[config.mk]
export PLATFORM = sky130hd
export DESIGN_NAME = multiport_register_file
export DESIGN_NICKNAME = d
export VERILOG_FILES = /design/src/rtl/regfile_pkg.sv /design/src/rtl/regfile_scoreboard.sv /design/src/rtl/multiport_register_file.sv
export SDC_FILE = /design/constraint.sdc
export NUM_CORES = 2
export LEC_CHECK = 0
export BUFFER_PORTS_ARGS = -buffer_cell sky130_fd_sc_hd__buf_2
export CAP_MARGIN = 30
export CORE_MARGIN = 2
export CORE_UTILIZATION = 25
export DETAILED_ROUTE_END_ITERATION = 12
export PLACE_DENSITY_LB_ADDON = 0.3
export SLEW_MARGIN = 25
export SYNTH_ARGS = -nofsm -noshare
export SYNTH_HDL_FRONTEND = slang
export SYNTH_HIERARCHICAL = 1
export SYNTH_SLANG_ARGS = --single-unit
[constraint.sdc]
create_clock -name clk -period 6.2 [get_ports clk]
set_input_delay 0.31 -clock clk [delete_from_list [all_inputs] [get_ports clk]]
set_output_delay 0.31 -clock clk [all_outputs]
set_load 0.005 [all_outputs]
[src/rtl/regfile_pkg.sv]
// Shared defaults and sizing helpers for the multiport register file.
// The top level and the pending-write scoreboard both import this package.
package regfile_pkg;

   localparam int unsigned DefDataW = 32;
   localparam int unsigned DefAddrW = 5;
   localparam int unsigned DefNumRd = 2;

   function automatic int unsigned depth_of(input int unsigned addr_w);
      return 32'd1 << addr_w;
   endfunction

   // One extra bit so that a completely pending file is representable.
   function automatic int unsigned cnt_width(input int unsigned addr_w);
      return addr_w + 32'd1;
   endfunction

endpackage

[src/rtl/regfile_scoreboard.sv]
// Pending-write scoreboard: one pending bit per register plus a registered
// population count, which moves by at most one step in each direction per cycle.
module regfile_scoreboard
   import regfile_pkg::*;
#(
   parameter int unsigned ADDR_W   = DefAddrW,
   parameter int unsigned ZERO_REG = 1
) (
   input  logic                           clk,
   input  logic                           rst_n,
   input  logic                           iss_en,
   input  logic [ADDR_W-1:0]              iss_addr,
   input  logic                           wr_en,
   input  logic [ADDR_W-1:0]              wr_addr,
   output logic [depth_of(ADDR_W)-1:0]    pending,
   output logic [cnt_width(ADDR_W)-1:0]   pending_cnt
);

   localparam int unsigned DEPTH  = depth_of(ADDR_W);
   localparam int unsigned CNT_W  = cnt_width(ADDR_W);
   localparam bit          ZeroEn = (ZERO_REG != 0);

   logic [DEPTH-1:0] pending_q, pending_d;
   logic [CNT_W-1:0] cnt_q, cnt_d;
   logic             iss_ok, wr_ok, set_new, clr_old;

   always_comb begin
      iss_ok    = iss_en & ~(ZeroEn & (iss_addr == '0));
      wr_ok     = wr_en & ~(ZeroEn & (wr_addr == '0));

      // The issue is applied after the clear, so the new producer wins on a collision.
      pending_d = pending_q;
      if (wr_ok) begin
         pending_d[wr_addr] = 1'b0;
      end
      if (iss_ok) begin
         pending_d[iss_addr] = 1'b1;
      end

      set_new = iss_ok & ~pending_q[iss_addr];
      clr_old = wr_ok & pending_q[wr_addr] & ~(iss_ok & (iss_addr == wr_addr));
      cnt_d   = cnt_q + CNT_W'(set_new) - CNT_W'(clr_old);
   end

   always_ff @(posedge clk or negedge rst_n) begin
      if (!rst_n) begin
         pending_q <= '0;
         cnt_q     <= '0;
      end else begin
         pending_q <= pending_d;
         cnt_q     <= cnt_d;
      end
   end

   assign pending     = pending_q;
   assign pending_cnt = cnt_q;

endmodule

[src/rtl/multiport_register_file.sv]
// General-purpose register file: NUM_RD combinational read ports with same-cycle
// write bypass, one write-back port and an integrated pending-write scoreboard.
module multiport_register_file
   import regfile_pkg::*;
#(
   parameter int unsigned DATA_W   = DefDataW,
   parameter int unsigned ADDR_W   = DefAddrW,
   parameter int unsigned NUM_RD   = DefNumRd,
   parameter int unsigned ZERO_REG = 1
) (
   input  logic                       clk,
   input  logic                       rst_n,
   input  logic [NUM_RD*ADDR_W-1:0]   rd_addr,
   output logic [NUM_RD*DATA_W-1:0]   rd_data,
   output logic [NUM_RD-1:0]          rd_pending,
   input  logic                       wr_en,
   input  logic [ADDR_W-1:0]          wr_addr,
   input  logic [DATA_W-1:0]          wr_data,
   input  logic                       iss_en,
   input  logic [ADDR_W-1:0]          iss_addr,
   output logic [ADDR_W:0]            pending_cnt
);

   localparam int unsigned DEPTH  = depth_of(ADDR_W);
   localparam bit          ZeroEn = (ZERO_REG != 0);

   logic [DATA_W-1:0] mem_q [DEPTH];
   logic [DATA_W-1:0] mem_d [DEPTH];
   logic [DEPTH-1:0]  pending;
   logic              wr_ok;

   regfile_scoreboard #(
      .ADDR_W   (ADDR_W),
      .ZERO_REG (ZERO_REG)
   ) u_scoreboard (
      .clk         (clk),
      .rst_n       (rst_n),
      .iss_en      (iss_en),
      .iss_addr    (iss_addr),
      .wr_en       (wr_en),
      .wr_addr     (wr_addr),
      .pending     (pending),
      .pending_cnt (pending_cnt)
   );

   always_comb begin
      wr_ok = wr_en & ~(ZeroEn & (wr_addr == '0));
      mem_d = mem_q;
      if (wr_ok) begin
         mem_d[wr_addr] = wr_data;
      end
   end

   always_ff @(posedge clk or negedge rst_n) begin
      if (!rst_n) begin
         for (int i = 0; i < int'(DEPTH); i++) begin
            mem_q[i] <= '0;
         end
      end else begin
         mem_q <= mem_d;
      end
   end

   for (genvar p = 0; p < int'(NUM_RD); p++) begin : g_rd
      logic [ADDR_W-1:0] addr;
      logic              is_zero;
      logic              hit;

      assign addr    = rd_addr[p*ADDR_W +: ADDR_W];
      assign is_zero = ZeroEn & (addr == '0);
      assign hit     = wr_en & (wr_addr == addr);

      // Zero register outranks the bypass; the bypass outranks storage.
      assign rd_data[p*DATA_W +: DATA_W] = is_zero ? '0      :
                                           hit     ? wr_data :
                                                     mem_q[addr];
      // A write-back in this cycle already satisfies the consumer.
      assign rd_pending[p] = ~is_zero & pending[addr] & ~hit;
   end

endmodule

### Word-level counts from Yosys, hierarchy flattened

Cells that the tools add are included.

| storage, ports and cells | value |
|---|---|
| register bits | 1062 |
| input port bits | 56 |
| output and inout port bits | 72 |
| logic and storage cells | 109 |

| operators by class | value |
|---|---|
| magnitude comparators | 10 |
| add/sub/neg operators | 2 |
| bitwise gates (word level) | 26 |
| muxes and demuxes | 27 |
| reductions and logical operators | 7 |
| equality and inequality tests | 3 |

Operator list:

| operator | count |
|---|---|
| bitwise mux 1024 bit | 1 |
| 2-to-1 mux 32 bit | 11 |
| binary-select mux 32 bit (select 5 bit) | 2 |
| demux 32 bit (select 5 bit) | 1 |
| bitwise AND 32 bit | 1 |
| inverter 32 bit | 1 |
| OR 32 bit | 1 |
| < comparator 5 x 6 -> 1 bit, second input constant | 4 |
| binary-select mux 1 bit (select 5 bit) | 4 |
| logical NOT 5 bit | 4 |
| >= comparator 6 bit, second input constant | 3 |
| inverter 5 -> 6 bit | 3 |
| equality test 5 bit | 3 |
| bitwise AND 1 bit | 12 |
| demux 1 bit (select 5 bit) | 2 |
| >= comparator 5 x 1 -> 1 bit, second input constant | 2 |
| inverter 1 bit | 8 |
| adder 6 x 1 -> 6 bit | 1 |
| < comparator 6 x 1 -> 1 bit, second input constant | 1 |
| 2-to-1 mux 1 bit | 6 |
| subtractor 6 x 1 -> 6 bit | 1 |
| logical AND 1 bit | 3 |

### Logic depth before layout (Yosys ltp)

| logic depth | value |
|---|---|
| word-level depth | 9 |
| gate-level depth with buffers | 15 |
| gate-level depth less buffers | 13 |

### By module

The synthesis kept the hierarchy.

By module, submodules not included:

| module | seq. area each (µm²) | cells each | area each (µm²) | times used |
|---|---|---|---|---|
| multiport_register_file | 25624.6 | 3710 | 55334.3 | 1 |
| regfile_scoreboard | 950.9 | 222 | 2301.0 | 1 |

### Worst setup path before layout

No wires, ideal clock.

| path | value |
|---|---|
| path type | reg2reg |
| start point | register u_scoreboard.pending_q[1] (netlist: u_scoreboard/pending[1]) |
| end point | register u_scoreboard.cnt_q[4] (netlist: u_scoreboard/pending_cnt[4]) |
| required time | 6.120 ns |
| library setup time | 0.080 ns |
| cell stages (with the launch flop) | 13 |
| path buffers | 0 |
| period minus slack after synthesis | 2.806 ns |
| arrival time | 2.726 ns |
| setup slack | 3.394 ns |
| path through | dfrtp_1 > mux4_1 > mux2_2 > a22oi_1 > nand4_1 > ha_1 > inv_1 > ha_1 > fa_1 > a21oi_1 > nor2_1 > nor2_1 > xnor2_1 |

| on the way | value |
|---|---|
| cells in the longest elaborated chain, start to end | 6 |
| elaborated cells on any way between the ends | 10 |
| classes of those cells | 2 x add/sub; 4 x mux; 4 x bitwise |

RTL lines:

| item | RTL line | text |
|---|---|---|
| start, declared | regfile_scoreboard.sv:23 | `logic [DEPTH-1:0] pending_q, pending_d;` |
| start signal, assigned | regfile_scoreboard.sv:50 | `pending_q <= pending_d;` |
| binary-select mux 1 bit (select 5 bit) | regfile_scoreboard.sv:40 | `set_new = iss_ok & ~pending_q[iss_addr];` |
| 2-to-1 mux 1 bit (implied by the code) | regfile_scoreboard.sv:40 |  |
| inverter 1 bit | regfile_scoreboard.sv:40 |  |
| bitwise AND 1 bit | regfile_scoreboard.sv:40 |  |
| adder 6 x 1 -> 6 bit | regfile_scoreboard.sv:42 | `cnt_d = cnt_q + CNT_W'(set_new) - CNT_W'(clr_old);` |
| subtractor 6 x 1 -> 6 bit * | regfile_scoreboard.sv:42 |  |
| named net u_scoreboard.cnt_d[4] | regfile_scoreboard.sv:24 | `logic [CNT_W-1:0] cnt_q, cnt_d;` |
| end signal, assigned | regfile_scoreboard.sv:51 | `cnt_q <= cnt_d;` |
| end, declared | regfile_scoreboard.sv:24 |  |

Mark *: on every way through the listed nets, which the timed path passes. The rest lies on a longest branch. The select of a mux whose other input is x is not followed.
A chain may end at the register's enable or synchronous reset.

### Worst setup path after layout

| path | value |
|---|---|
| start point | input port rd_addr[6] |
| end point | output port rd_data[38] |

| on the way | value |
|---|---|
| cells in the longest elaborated chain, start to end | 6 |
| elaborated cells on any way between the ends | 9 |
| classes of those cells | 1 x eq/ne; 5 x mux; 2 x bitwise; 1 x reduce/logical |

RTL lines:

| item | RTL line | text |
|---|---|---|
| start, declared | multiport_register_file.sv:13 | `input logic [NUM_RD*ADDR_W-1:0] rd_addr,` |
| inverter 5 -> 6 bit (implied by the code) | multiport_register_file.sv:76 | `mem_q[addr];` |
| binary-select mux 32 bit (select 5 bit) | multiport_register_file.sv:76 |  |
| 2-to-1 mux 32 bit (implied by the code) (2 in a row) | multiport_register_file.sv:76 |  |
| 2-to-1 mux 32 bit | multiport_register_file.sv:75 | `hit ? wr_data :` |
| 2-to-1 mux 32 bit * | multiport_register_file.sv:74 | `assign rd_data[p*DATA_W +: DATA_W] = is_zero ? '0 :` |
| end, declared | multiport_register_file.sv:14 | `output logic [NUM_RD*DATA_W-1:0] rd_data,` |

Every way passes the cells marked *; elsewhere a longest branch is shown, timed or not. The select of a mux whose other input is x is not followed.

==> results by group <==
Global routing
  • Pin count of the biggest net entering global routing: 184
  • First-pass GRT wire length: 296,800 µm
  • GRT Overall Usage: 0.1722
  • Vias in the first global route: 38,710
  • Initial antenna violation count: 12
  • Overflow after GRT: 0

Clock tree
  • CTS tree: yes
  • H-tree levels: 3
  • Clock sinks: about 1,100
  • Clk slew on worst S/H paths: approximately 0.060 ns
  • Post-CTS resize count: 0
  • Max Buffers Root-to-Sink: 3
  • Total CTS buffers: 117
  • Root buffer cell: clkbuf_16
  • Clk_lat worst skew: ~0.8 ns

Timing
  • Slew HR: 0.3056
  • Setup TNS: 0 ns
  • RSZ-0062 raised after global routing: no
  • Hold Fails Final Rpt: 0
  • Fmax achieved: 233.4 MHz
  • Clock Skew: 0.03481 ns
  • Final min period: 4.285 ns
  • Tcrit/Tclk final: 0.6911
  • Final Max Slew Viols: 0
  • Worst slew pin tran: 1.042 ns
  • # setup viols final: 0
  • Hold WS: 0.09014 ns

Worst setup path
  • CP Buf/Inv Count: 3
  • Worst path max stage delay: 0.80 ns
  • Reg2reg setup slack: a little under 3 ns
  • CP Capture Type: output port
  • Worst path required time: 5.89 ns
  • Slowest-stage cell, CP: a2111oi_1
  • CP Cell Sequence: buf_8 -> buf_12 -> nand2_1 -> o22ai_1 -> nor3_1 -> a2111oi_1 -> nor2_1 -> buf_2
  • CP startpoint kind: input port
  • CP delay by family, top: buffers and inverters
  • Setup CP Type: input port to output port
  • Worst-path maximum fanout: about 110
  • Critical path arrival: 3.97 ns

Drt
  • DR DRC count: 0
  • DRT Pass-1 Iters: 7
  • Via density: 5.320
  • DRT iter0 DRCs: 2,953
  • Post-route ant nets: 0
  • Drt wl/cell: ~29 µm
  • Vias: 37,030
  • Drt total wl: 204,500 µm

Floorplan
  • # IOs: 128
  • Die footprint: 234,400 µm²
  • Die width: 484.1 µm
  • FP Rows: 176
  • Height of the die: around 480 µm
  • Floorplan core area: 229,700 µm²
  • Initial core utilization: 0.2509

Power and ir drop
  • Static leakage: between 20 and 30 nW
  • Max VDD drop: 0.2361 mV
  • Power per Cell Area: 322.3 nW/µm²

Logic synthesis
  • Seq/Total Area, Yosys: 0.4611
  • Syn_nets: ~4,000
  • Synthesized cell area: a little under 60,000 µm²
  • EDFF count, synth: 0
  • Yosys reg bits: between 1,000 and 1,500
  • YS warnings: 6
  • Synth cell types: 71
  • Synth Flop Type: dfrtp_1
  • Ys async rst share: 1.000
  • Post-Synthesis Cells: 3,932
  • Syn Area/Cell: between 10 and 15 µm²

Cells and area
  • Commonest non-fill, non-tap cells in the layout: 1,062 x dfrtp_1, 925 x mux2_2, 469 x mux4_2
  • FILL cells: 23,070
  • Most common cell after layout, fill and taps aside: dfrtp_1
  • Fraction of layout cells with a size suffix above 1: 0.4770
  • Area added between synthesis and finish: 13.68%
  • Final layout net count: about 3,900

Run
  • Maxcap violations: 0

Worst hold path
  • HP Class: input port to flop

Placement
  • GPL Wtd Cong: slightly below 0.8
  • Post-DP HPWL: between 100,000 and 150,000 µm
  • # port buffers: 127

Outcome
  • Status: complete, no violations
==> worst paths after layout <==
kind | from | cells after the start | endpoint
max | rd_addr[6] | 8 | rd_data[38]
min | iss_addr[3] | 4 | u_scoreboard/pending[1]
max reg2reg | u_scoreboard/pending[18] | 12 | u_scoreboard/pending_cnt[4]
min reg2reg | mem_q[999] | 0 | mem_q[999]
max in group asynchronous | rst_n | 4 | mem_q[888]
min in group asynchronous | rst_n | 2 | mem_q[769]
==> per-stage QoR <==
step / area, µm² / utilization / std cells / setup WS (ns) / total power, W
2_1_floorplan: 57640 / - / 3932 / 3.394 / 0.01230
3_3_place_gp: 61010 / 0.2656 / 6721 / 1.949 / 0.01368
3_5_place_dp: 61400 / 0.2673 / 6738 / 1.964 / 0.01382
4_1_cts: 65490 / 0.2851 / 6958 / 1.960 / 0.02130
5_1_grt: 65510 / 0.2852 / 6959 / 1.939 / 0.02211
6_report: 65520 / 0.2853 / 6961 / 1.915 / 0.02112
==> final cells by class <==
cell class	count	area [µm²]	share of cell area
Multi-Input combinational cell	2403	29070	0.4437
Antenna cell	2	5.005	0.00007639
Inverter	9	33.78	0.0005156
Timing Repair Buffer	245	2016	0.03076
Sequential cell	1062	26580	0.4056
Clock buffer	172	3435	0.05242
Tap cell	3026	3786	0.05779
Clock inverter	42	595.6	0.009090
==> sequential cells by signal, indices dropped and copies added, names as in the netlist <==
signal / flops
mem_q: 1024
u_scoreboard/pending: 32
u_scoreboard/pending_cnt: 6
==> power by group <==
part	total, W	switching, W	internal, W
clock	0.00743	0.00311	0.00433
combinational	0.00440	0.00188	0.00252
sequential	0.00929	0.00101	0.00828
==> worst reg2reg max path, delay by kind of cell (launching register included) <==
family | cells | cell delay (ns)
adders and majority gates | 3 | 0.98
muxes | 2 | 0.80
DFF | 1 | 0.44
AOI/OAI and AO/OA | 2 | 0.36
and+or+nand+nor | 3 | 0.35
xor gates and xnor gates | 1 | 0.13
buffers and inverters | 1 | 0.04
==> Yosys cell counts (29+ instances only) <==
cell type	n	area [µm²]
a22oi_1	79	593.1
nor2_1	33	123.9
a21oi_1	40	200.2
o221ai_1	34	297.8
o21ai_0	79	395.4
mux2_1	78	878.3
buf_2	70	350.3
a311oi_1	29	254.0
o211ai_1	38	285.3
buf_6	32	360.4
o22ai_1	49	306.5
mux2_2	925	10420
mux2i_1	194	1942
clkbuf_1	264	991.0
buf_4	32	240.2
dfrtp_1	1062	26580
buf_1	56	210.2
a22o_1	58	508.0
mux4_2	469	10560
nand3_1	50	250.2
a211oi_1	29	217.7
nand2_1	56	210.2
==> layer usage <==
layer / track usage / vias to the layer above / part of all wire
li1: - / 15160 / -
met1: 0.2298 / 20460 / 0.44
met2: 0.2851 / 1088 / 0.48
met3: 0.03278 / 325 / 0.052
met4: 0.04616 / 4 / 0.029
met5: 0 / - / 0.00012
==> what timing repair did <==
action                                 4_1_cts  5_1_grt
endpoints found under the hold margin       96        0
hold buffers                                 6        0
setup buffers                                0        0
==> kinds of logic (layout without fill, tap and decap cells) <==
group,count (synthesis),in the layout,synth area share
AO/OA/AOI/OAI,489,489,0.06148
XOR/XNOR,20,20,0.003039
adder cells (fa/ha/maj),7,7,0.001650
buffers and inverters,467,468,0.03905
flip-flops,1062,1062,0.4611
multiplexers,1668,1668,0.4138
other,0,2,0
AND/OR/NAND/NOR,219,219,0.01984
(Power assumes the default switching activity.)
